`config.mk`:
```
export PLATFORM = sky130hd
export DESIGN_NAME = rr_grant_arbiter_4
export DESIGN_NICKNAME = d
export VERILOG_FILES = /design/src/rtl/rr_grant_arbiter_4_pkg.sv /design/src/rtl/decoder_2to4.sv /design/src/rtl/rr_grant_arbiter_4.sv
export SDC_FILE = /design/constraint.sdc
export NUM_CORES = 1
export LEC_CHECK = 0
export CAP_MARGIN = 20
export CORE_MARGIN = 2
export CORE_UTILIZATION = 55
export CTS_BUF_LIST = sky130_fd_sc_hd__clkbuf_8
export CTS_CLUSTER_SIZE = 20
export DETAILED_ROUTE_END_ITERATION = 8
export PLACE_DENSITY = 0.82
export SLEW_MARGIN = 10
export SYNTH_ARGS = -nofsm -noshare
export SYNTH_HDL_FRONTEND = slang
export SYNTH_SLANG_ARGS = --single-unit
```
`constraint.sdc`:
```
create_clock -name clk -period 4.5 [get_ports clk]
set_input_delay 0.9 -clock clk [delete_from_list [all_inputs] [get_ports clk]]
set_output_delay 0.9 -clock clk [all_outputs]
set_load 0.02 [all_outputs]
```
`src/rtl/rr_grant_arbiter_4_pkg.sv`:
```
// Shared sizes and the round-robin winner helper for the 4-way grant arbiters.
package rr_grant_arbiter_4_pkg;

    localparam int NUM_REQ  = 4;
    localparam int IDX_W    = 2;
    localparam int ONEHOT_W = 4;

    // Arbiter control state: gnt_valid is simply "state == ST_GRANT".
    typedef enum logic {
        ST_IDLE  = 1'b0,
        ST_GRANT = 1'b1
    } arb_state_t;

    // First set bit of v scanning p, p+1, p+2, p+3 (mod 4). Scanning from the
    // farthest offset down lets the nearest set bit overwrite the result.
    // Returns p when v is empty; callers only use it with v != 0.
    function automatic logic [IDX_W-1:0] rr_winner(
        input logic [NUM_REQ-1:0] v,
        input logic [IDX_W-1:0]   p
    );
        logic [IDX_W-1:0] cand;
        rr_winner = p;
        for (int k = NUM_REQ - 1; k >= 0; k--) begin
            cand = p + IDX_W'(k);
            if (v[cand]) begin
                rr_winner = cand;
            end
        end
    endfunction

endpackage

```
`src/rtl/decoder_2to4.sv`:
```
// Existing 2-to-4 one-hot decoder used on the shared-resource select path.
module decoder_2to4 (
    input  logic [1:0] a,
    output logic [3:0] y
);

    // Binary index to one-hot select.
    always_comb begin
        y = 4'b0001 << a;
    end

endmodule

```
`src/rtl/rr_grant_arbiter_4.sv`:
```
// Four-requester round-robin arbiter with hold limit. The registered winner
// index feeds decoder_2to4; its one-hot output gated by gnt_valid is the grant.
module rr_grant_arbiter_4
    import rr_grant_arbiter_4_pkg::*;
#(
    parameter int MAX_HOLD = 8,
    parameter int CNT_W    = $clog2(MAX_HOLD + 1)
) (
    input  logic                clk,
    input  logic                rst_n,
    input  logic [NUM_REQ-1:0]  req,
    output logic                gnt_valid,
    output logic [IDX_W-1:0]    gnt_idx,
    output logic [ONEHOT_W-1:0] gnt_onehot,
    output logic                preempt
);

    arb_state_t          state, state_n;
    logic [IDX_W-1:0]    idx_n;
    logic [IDX_W-1:0]    ptr, ptr_n;
    logic [CNT_W-1:0]    hold_cnt, hold_cnt_n;
    logic                preempt_n;
    logic                drop, tmo;
    logic [NUM_REQ-1:0]  others;
    logic [ONEHOT_W-1:0] onehot_raw;

    // State registers; reset clears everything, including mid-grant.
    always_ff @(posedge clk or negedge rst_n) begin
        if (!rst_n) begin
            state    <= ST_IDLE;
            gnt_idx  <= '0;
            ptr      <= '0;
            hold_cnt <= '0;
            preempt  <= 1'b0;
        end else begin
            state    <= state_n;
            gnt_idx  <= idx_n;
            ptr      <= ptr_n;
            hold_cnt <= hold_cnt_n;
            preempt  <= preempt_n;
        end
    end

    // Next-state: pick a winner from idle, or hold/hand over/regrant/release.
    // Simultaneous drop and timeout counts as a drop, so no preempt pulse.
    always_comb begin
        state_n    = state;
        idx_n      = gnt_idx;
        ptr_n      = ptr;
        hold_cnt_n = hold_cnt;
        preempt_n  = 1'b0;
        drop       = !req[gnt_idx];
        tmo        = (hold_cnt == CNT_W'(MAX_HOLD - 1));
        others     = req & ~(NUM_REQ'(1) << gnt_idx);
        case (state)
            ST_IDLE: begin
                if (|req) begin
                    state_n    = ST_GRANT;
                    idx_n      = rr_winner(req, ptr);
                    hold_cnt_n = '0;
                end
            end
            ST_GRANT: begin
                if (drop || tmo) begin
                    ptr_n      = gnt_idx + IDX_W'(1);
                    hold_cnt_n = '0;
                    preempt_n  = tmo && !drop;
                    if (others != '0) begin
                        idx_n = rr_winner(others, gnt_idx + IDX_W'(1));
                    end else if (tmo && !drop) begin
                        idx_n = gnt_idx;
                    end else begin
                        state_n = ST_IDLE;
                    end
                end else begin
                    hold_cnt_n = hold_cnt + CNT_W'(1);
                end
            end
            default: begin
                state_n = ST_IDLE;
            end
        endcase
    end

    assign gnt_valid = (state == ST_GRANT);

    decoder_2to4 u_dec (
        .a (gnt_idx),
        .y (onehot_raw)
    );

    // Suppress the decoded select whenever no grant is active.
    always_comb begin
        gnt_onehot = onehot_raw & {ONEHOT_W{gnt_valid}};
    end

endmodule
```
==> results of run 1 <==
## routing by layer
layer / share of wire / vias to the layer above
met5: 0 / -
li1: - / 400
met3: 0.054 / 4
met2: 0.47 / 21
met1: 0.46 / 382
met4: 0.0077 / 0
## power by group through the flow
stage	logic, W	clock network [W]	registers [W]
2_1_floorplan	0.000298	0	0.000171
3_3_place_gp	0.000403	0	0.000180
3_5_place_dp	0.000416	0	0.000183
4_1_cts	0.000417	0.000113	0.000182
5_1_grt	0.000463	0.000117	0.000191
6_report	0.000418	0.000111	0.000183
## worst register-to-register path, stage by stage (launching register included)
cell and delay, ns:
dfrtp_1 0.54, inv_1 0.22, ha_1 0.23, inv_1 0.08
a2111oi_0 0.81, o21bai_1 0.21, nor4_1 0.06, a221o_1 0.33
## cell usage in the layout (no fill, tap or decap), types with 2 or more instances in the layout
cell | synthesis | layout
inv_1 | 7 | 7
nor2b_1 | 6 | 6
nand2_1 | 7 | 7
clkbuf_8 | 0 | 4
a221oi_1 | 2 | 2
and2_1 | 4 | 4
clkdlybuf4s50_1 | 0 | 13
nor2_1 | 4 | 4
nand2b_1 | 4 | 4
o21bai_1 | 2 | 2
a21oi_1 | 7 | 7
ha_1 | 5 | 5
a31oi_1 | 4 | 4
nand3_1 | 3 | 3
o21ai_0 | 7 | 7
nand3b_1 | 2 | 2
nor4_1 | 2 | 2
dfrtp_1 | 10 | 10
a21o_1 | 3 | 3
## state kept, by name (all words and copies together), names as in the netlist
name / flops
gnt_valid: 1
preempt: 1
ptr: 2
hold_cnt: 4
gnt_idx: 2
## worst max path at each step
stage                       endpoint  slack [ns]    from  cells past startpoint
final                     gnt_idx[0]        1.46  req[0]                      6
after global routing      gnt_idx[0]        1.35  req[1]                      6
after CTS                 gnt_idx[0]        1.49  req[0]                      6
after detailed placement  gnt_idx[0]        1.24  req[0]                      6
after global placement    gnt_idx[0]        1.29  req[0]                      6
after floorplan           gnt_idx[0]        1.89  req[1]                      6
## metrics by stage
stage / std cells / hold slack (ns) / power (W)
6_report: 130 / 0.511 / 0.000712
5_1_grt: 130 / 0.522 / 0.000771
4_1_cts: 130 / 0.513 / 0.000712
3_5_place_dp: 126 / 0.508 / 0.000599
3_3_place_gp: 126 / 0.468 / 0.000584
2_1_floorplan: 101 / 0.444 / 0.000469
## logic make-up (layout without fill, tap and decap cells)
group / after synthesis / after routing / share of synthesized area
and+or+nand+nor: 35 / 35 / 0.230
buffers and inverters: 12 / 25 / 0.0614
muxes: 2 / 2 / 0.0395
adders and majority gates: 5 / 5 / 0.0731
DFF: 10 / 10 / 0.292
AOI/OAI and AO/OA: 37 / 37 / 0.304
## final cells by class
type                       instances  area (um2)
multi-input combinational         79         553
timing repair buffer              14         138
tap                               16        20.0
clock buffer                       4        55.1
sequential                        10         250
fill                             110         447
inverter                           7        26.3
==> metrics.cfg, run 1 <==
[logic_synthesis]
ys_async_sr_fraction=1.00
synth_top_area_cell=dfrtp_1
ys_seq_area_frac=0.292
syn_inst=101
netlist_area_um2=856
ys.flop_type=dfrtp_1
synth_most_common_cell=dfrtp_1
synth_warnings=0
yosys-top-cells-area=dfrtp_1 29%, ha_1 7.3%, nor2b_1 4.4%, a21oi_1 4.1%, o21ai_0 4.1%
ys_ff_latch=10
netlist_top_cells_count=10 x dfrtp_1, 7 x a21oi_1, 7 x inv_1, 7 x nand2_1, 7 x o21ai_0
synth_top_area_share=0.292
synth_nets=112
syn_avg_cell_area_um2=8.47
synth_edf_count=0
synth_cell_type_count=36

[drt]
drt_wl_total_mm=1.94
drtIter0Drc=12
dr.pass1.iters=4
route.vias.total=807
viasPerCell=6.21
wl_per_cell_um=14.9
drtAntennaViolNets=0
drcViolationCount=0

[clock_network]
root_buffer=clkbuf_8
cts_buffers=3
cts_hold_buf=0
clk_latency_ns=0.24
cts_resized=0
cts_buffer_depth=2
clkSlewWorstSetupHoldPaths_ns=0.05
cts_tree=done
htree_num_levels=1
post-cts-setup-buffers=0
cts.sink_count=10

[timing]
tightest_slew_ns=0.882
timing.fmax_ghz=0.329
layout_min_cycle_time_ns=3.04
tns_ns=0
fin_crit_sh=0.676
grt_setup_unrepaired=no
final.setup_skew_ns=0.00736
hold_viol=0
setup_viol=0
setup_slack_ns=1.46
slew_viol_final=0
max_slew_margin=0.396

[setup_path]
critPathRequiredTime_ns=4.62
cp-start-kind=primary input
reg2reg_depth=7
crit_path_cell_trace=clkdlybuf4s50_1 > mux4_2 > and3_4 > a211oi_2 > a21bo_1 > a221o_1
crit_slowest_cell=clkdlybuf4s50_1
endpoint_kind=register
max_stage_delay_ns=0.61
path_buf_inv=1
r2r_start=gnt_idx[0]
critPathArrivalTime_ns=3.16
r2r_end=gnt_idx[0]
path_delay_family=compound AO/OA/AOI/OAI gates
r2r_slack_ns=1.90
path_max_fanout=12
worst-setup-path-type=primary input to register

[floorplan]
io_pins=14
die_h_um=43.4
rows=14
start_util=0.575
die-area_um2=1890
die_x_um=43.4
core_um2=1490

[layout]
finish.instance_area_um2=1040
syn_to_final_growth_pct=21.8
drive_above_1_share=0.0965
final_nets=126
fin_util=0.700
diodes=0

[global_routing]
antenna_found_initial=0
use_met3=0.0917
grt-busiest-layer=met2
grtUsageMet1=0.313
grtUsageTotal=0.241
grt_max_degree=19
grt_pass1_vias=757
met2_usage=0.394
overflow=0
grt_pass1_wl_mm=3.41

[power_and_ir_drop]
p_clk_frac=0.156
p_leak_nw=0.445
p_per_area_nw_per_um2=683
power_frac_seq=0.257
p_sw_w=0.000307
power.internal_w=0.000405
irDropWorstVdd_mv=0.314
p_comb_frac=0.587
switching_share=0.432

[placed_design]
portBuffers=13
dpl_cell_area_um2=987
place_worst_setup_slack_ns=1.24
dp_hpwl_mm=1.48
place_congestion=0.806

[outcome]
status=completed

[worst_hold_path]
holdPathEnd=hold_cnt[3]
hold_depth=1
hold_class=register to register
hold_start=hold_cnt[3]

[job]
drv_cap=0

Note: power is estimated with default switching activity, not from simulation.
==> run 2, diff against run 1 <==
--- a/config.mk
+++ b/config.mk
@@ -7,11 +7,11 @@
 export LEC_CHECK = 0
 export CAP_MARGIN = 20
 export CORE_MARGIN = 2
-export CORE_UTILIZATION = 55
+export CORE_UTILIZATION = 49
 export CTS_BUF_LIST = sky130_fd_sc_hd__clkbuf_8
 export CTS_CLUSTER_SIZE = 20
 export DETAILED_ROUTE_END_ITERATION = 8
-export PLACE_DENSITY = 0.82
+export PLACE_DENSITY = 0.77
 export SLEW_MARGIN = 10
 export SYNTH_ARGS = -nofsm -noshare
 export SYNTH_HDL_FRONTEND = slang
==> constraint.sdc (replaced) <==
create_clock -name clk -period 2.5 [get_ports clk]
set_input_delay 0.5 -clock clk [delete_from_list [all_inputs] [get_ports clk]]
set_output_delay 0.5 -clock clk [all_outputs]
set_load 0.02 [all_outputs]
==> metrics.cfg, run 2 (same netlist as run 1, synthesis figures left out) <==
[placed_design]
portBuffers=13
place_congestion=0.860
dp_hpwl_mm=1.66
place_worst_setup_slack_ns=-0.0765

[timing]
hold_viol=0
max_slew_margin=0.633
slew_viol_final=0
timing.fmax_ghz=0.417
setup_viol=0
setup_slack_ns=0.103
grt_setup_unrepaired=no
final.setup_skew_ns=0.000291
layout_min_cycle_time_ns=2.40
tns_ns=0
tightest_slew_ns=0.551
fin_crit_sh=0.959
holdWs_ns=0.487

[setup_path]
cp-start-kind=register
worst-setup-path-type=register to output pin
r2r_start=gnt_idx[0]
critPathLaunch=gnt_idx[0]
crit_path_cell_trace=inv_1 > ha_1 > and2_1 > clkdlybuf4s50_1
max_stage_delay_ns=0.60
crit_slowest_cell=clkdlybuf4s50_1
path_buf_inv=2
path_delay_family=buffers and inverters
critPathArrivalTime_ns=1.90
endpoint_kind=output pin
critPathRequiredTime_ns=2.00
path_max_fanout=8

[drt]
viasPerCell=6.09
dr.pass1.iters=4
drtIter0Drc=24
route.vias.total=883
drcViolationCount=0
wl_per_cell_um=15.0
drtAntennaViolNets=0
drt_wl_total_mm=2.17

[clock_network]
cts_hold_buf=0
post-cts-setup-buffers=0
cts_buffer_depth=2
cts_resized=0
clk_latency_ns=0.23
htree_num_levels=1
cts.sink_count=10
root_buffer=clkbuf_8
cts_tree=done
cts_buffers=3
clkSlewWorstSetupHoldPaths_ns=0.05

[job]
drv_cap=0

[power_and_ir_drop]
p_per_area_nw_per_um2=1210
power_w=0.00139
irDropWorstVdd_mv=0.523
p_leak_nw=0.513

[global_routing]
grt_pass1_wl_mm=3.55
antenna_found_initial=0
overflow=0
grt_pass1_vias=777
grt_max_degree=19
grtUsageTotal=0.238

[layout]
drive_above_1_share=0.195
syn_to_final_growth_pct=34.2
top_regs=hold_cnt x4, gnt_idx x2, ptr x2
largest_reg_flops=4
final_common_cell=buf_4
largest_register=hold_cnt
final_nets=140
diodes=0
final_cell_mix=15 x buf_4, 13 x clkdlybuf4s50_1, 10 x dfrtp_1

[floorplan]
core_um2=1690
io_pins=14
die_h_um=45.8
start_util=0.507
rows=15
die-area_um2=2100
die_x_um=45.8

[outcome]
status=completed

[worst_hold_path]
hold_start=hold_cnt[3]
hold_class=register to register

[run 2: cell count changes in the layout (fill, tap and decap cells not counted), sizes merged]
cell	before	now
buf	1	15
[run 2: report_power, final]
part	total, W	internal [W]	switching [W]
registers	0.000315	0.000220	0.0000954
logic	0.000880	0.000448	0.000432
clock network	0.000198	0.000138	0.0000602
total	0.00139	0.000806	0.000587
[run 2: per-layer routing]
metal  track usage  part of all wire  vias to the layer above
li1              -                 -                      427
met3        0.0833             0.075                        5
met4        0.0629             0.018                        0
met1         0.337              0.46                      416
met5             0                 0                        -
met2         0.341              0.45                       35
[run 2: final timing paths]
path | to | slack, ns | cells after the start
max | gnt_onehot[2] | 0.10 | 4
min | hold_cnt[3] | 0.49 | 1
max reg2reg | gnt_idx[0] | 0.16 | 8
min reg2reg | hold_cnt[3] | 0.49 | 1
max in group asynchronous | gnt_idx[0] | 1.61 | 1
min in group asynchronous | hold_cnt[3] | 0.58 | 1
[run 2: cell type report]
cell class / count / area [um2]
multi-input cells: 79 / 553
fillers: 133 / 541
flip-flops and latches: 10 / 250
repair buffers: 28 / 243
clock buffers: 4 / 55.1
inverters: 7 / 26.3
well taps: 17 / 21.3
[run 2: per-stage QoR]
step	instances	utilization	area (um2)
after CTS	145	0.680	1150
after floorplan	101	-	856
after detailed placement	141	0.647	1090
after global placement	141	0.647	1090
final	145	0.680	1150
after global routing	145	0.680	1150
==> run 3, diff against run 2 <==
--- a/config.mk
+++ b/config.mk
@@ -12,7 +12,7 @@
 export CTS_CLUSTER_SIZE = 20
 export DETAILED_ROUTE_END_ITERATION = 8
 export PLACE_DENSITY = 0.77
-export SLEW_MARGIN = 10
 export SYNTH_ARGS = -nofsm -noshare
 export SYNTH_HDL_FRONTEND = slang
 export SYNTH_SLANG_ARGS = --single-unit
+export TNS_END_PERCENT = 20
==> results of run 3 <==
The final DEF is identical to that of run 2; final timing and power are the same.
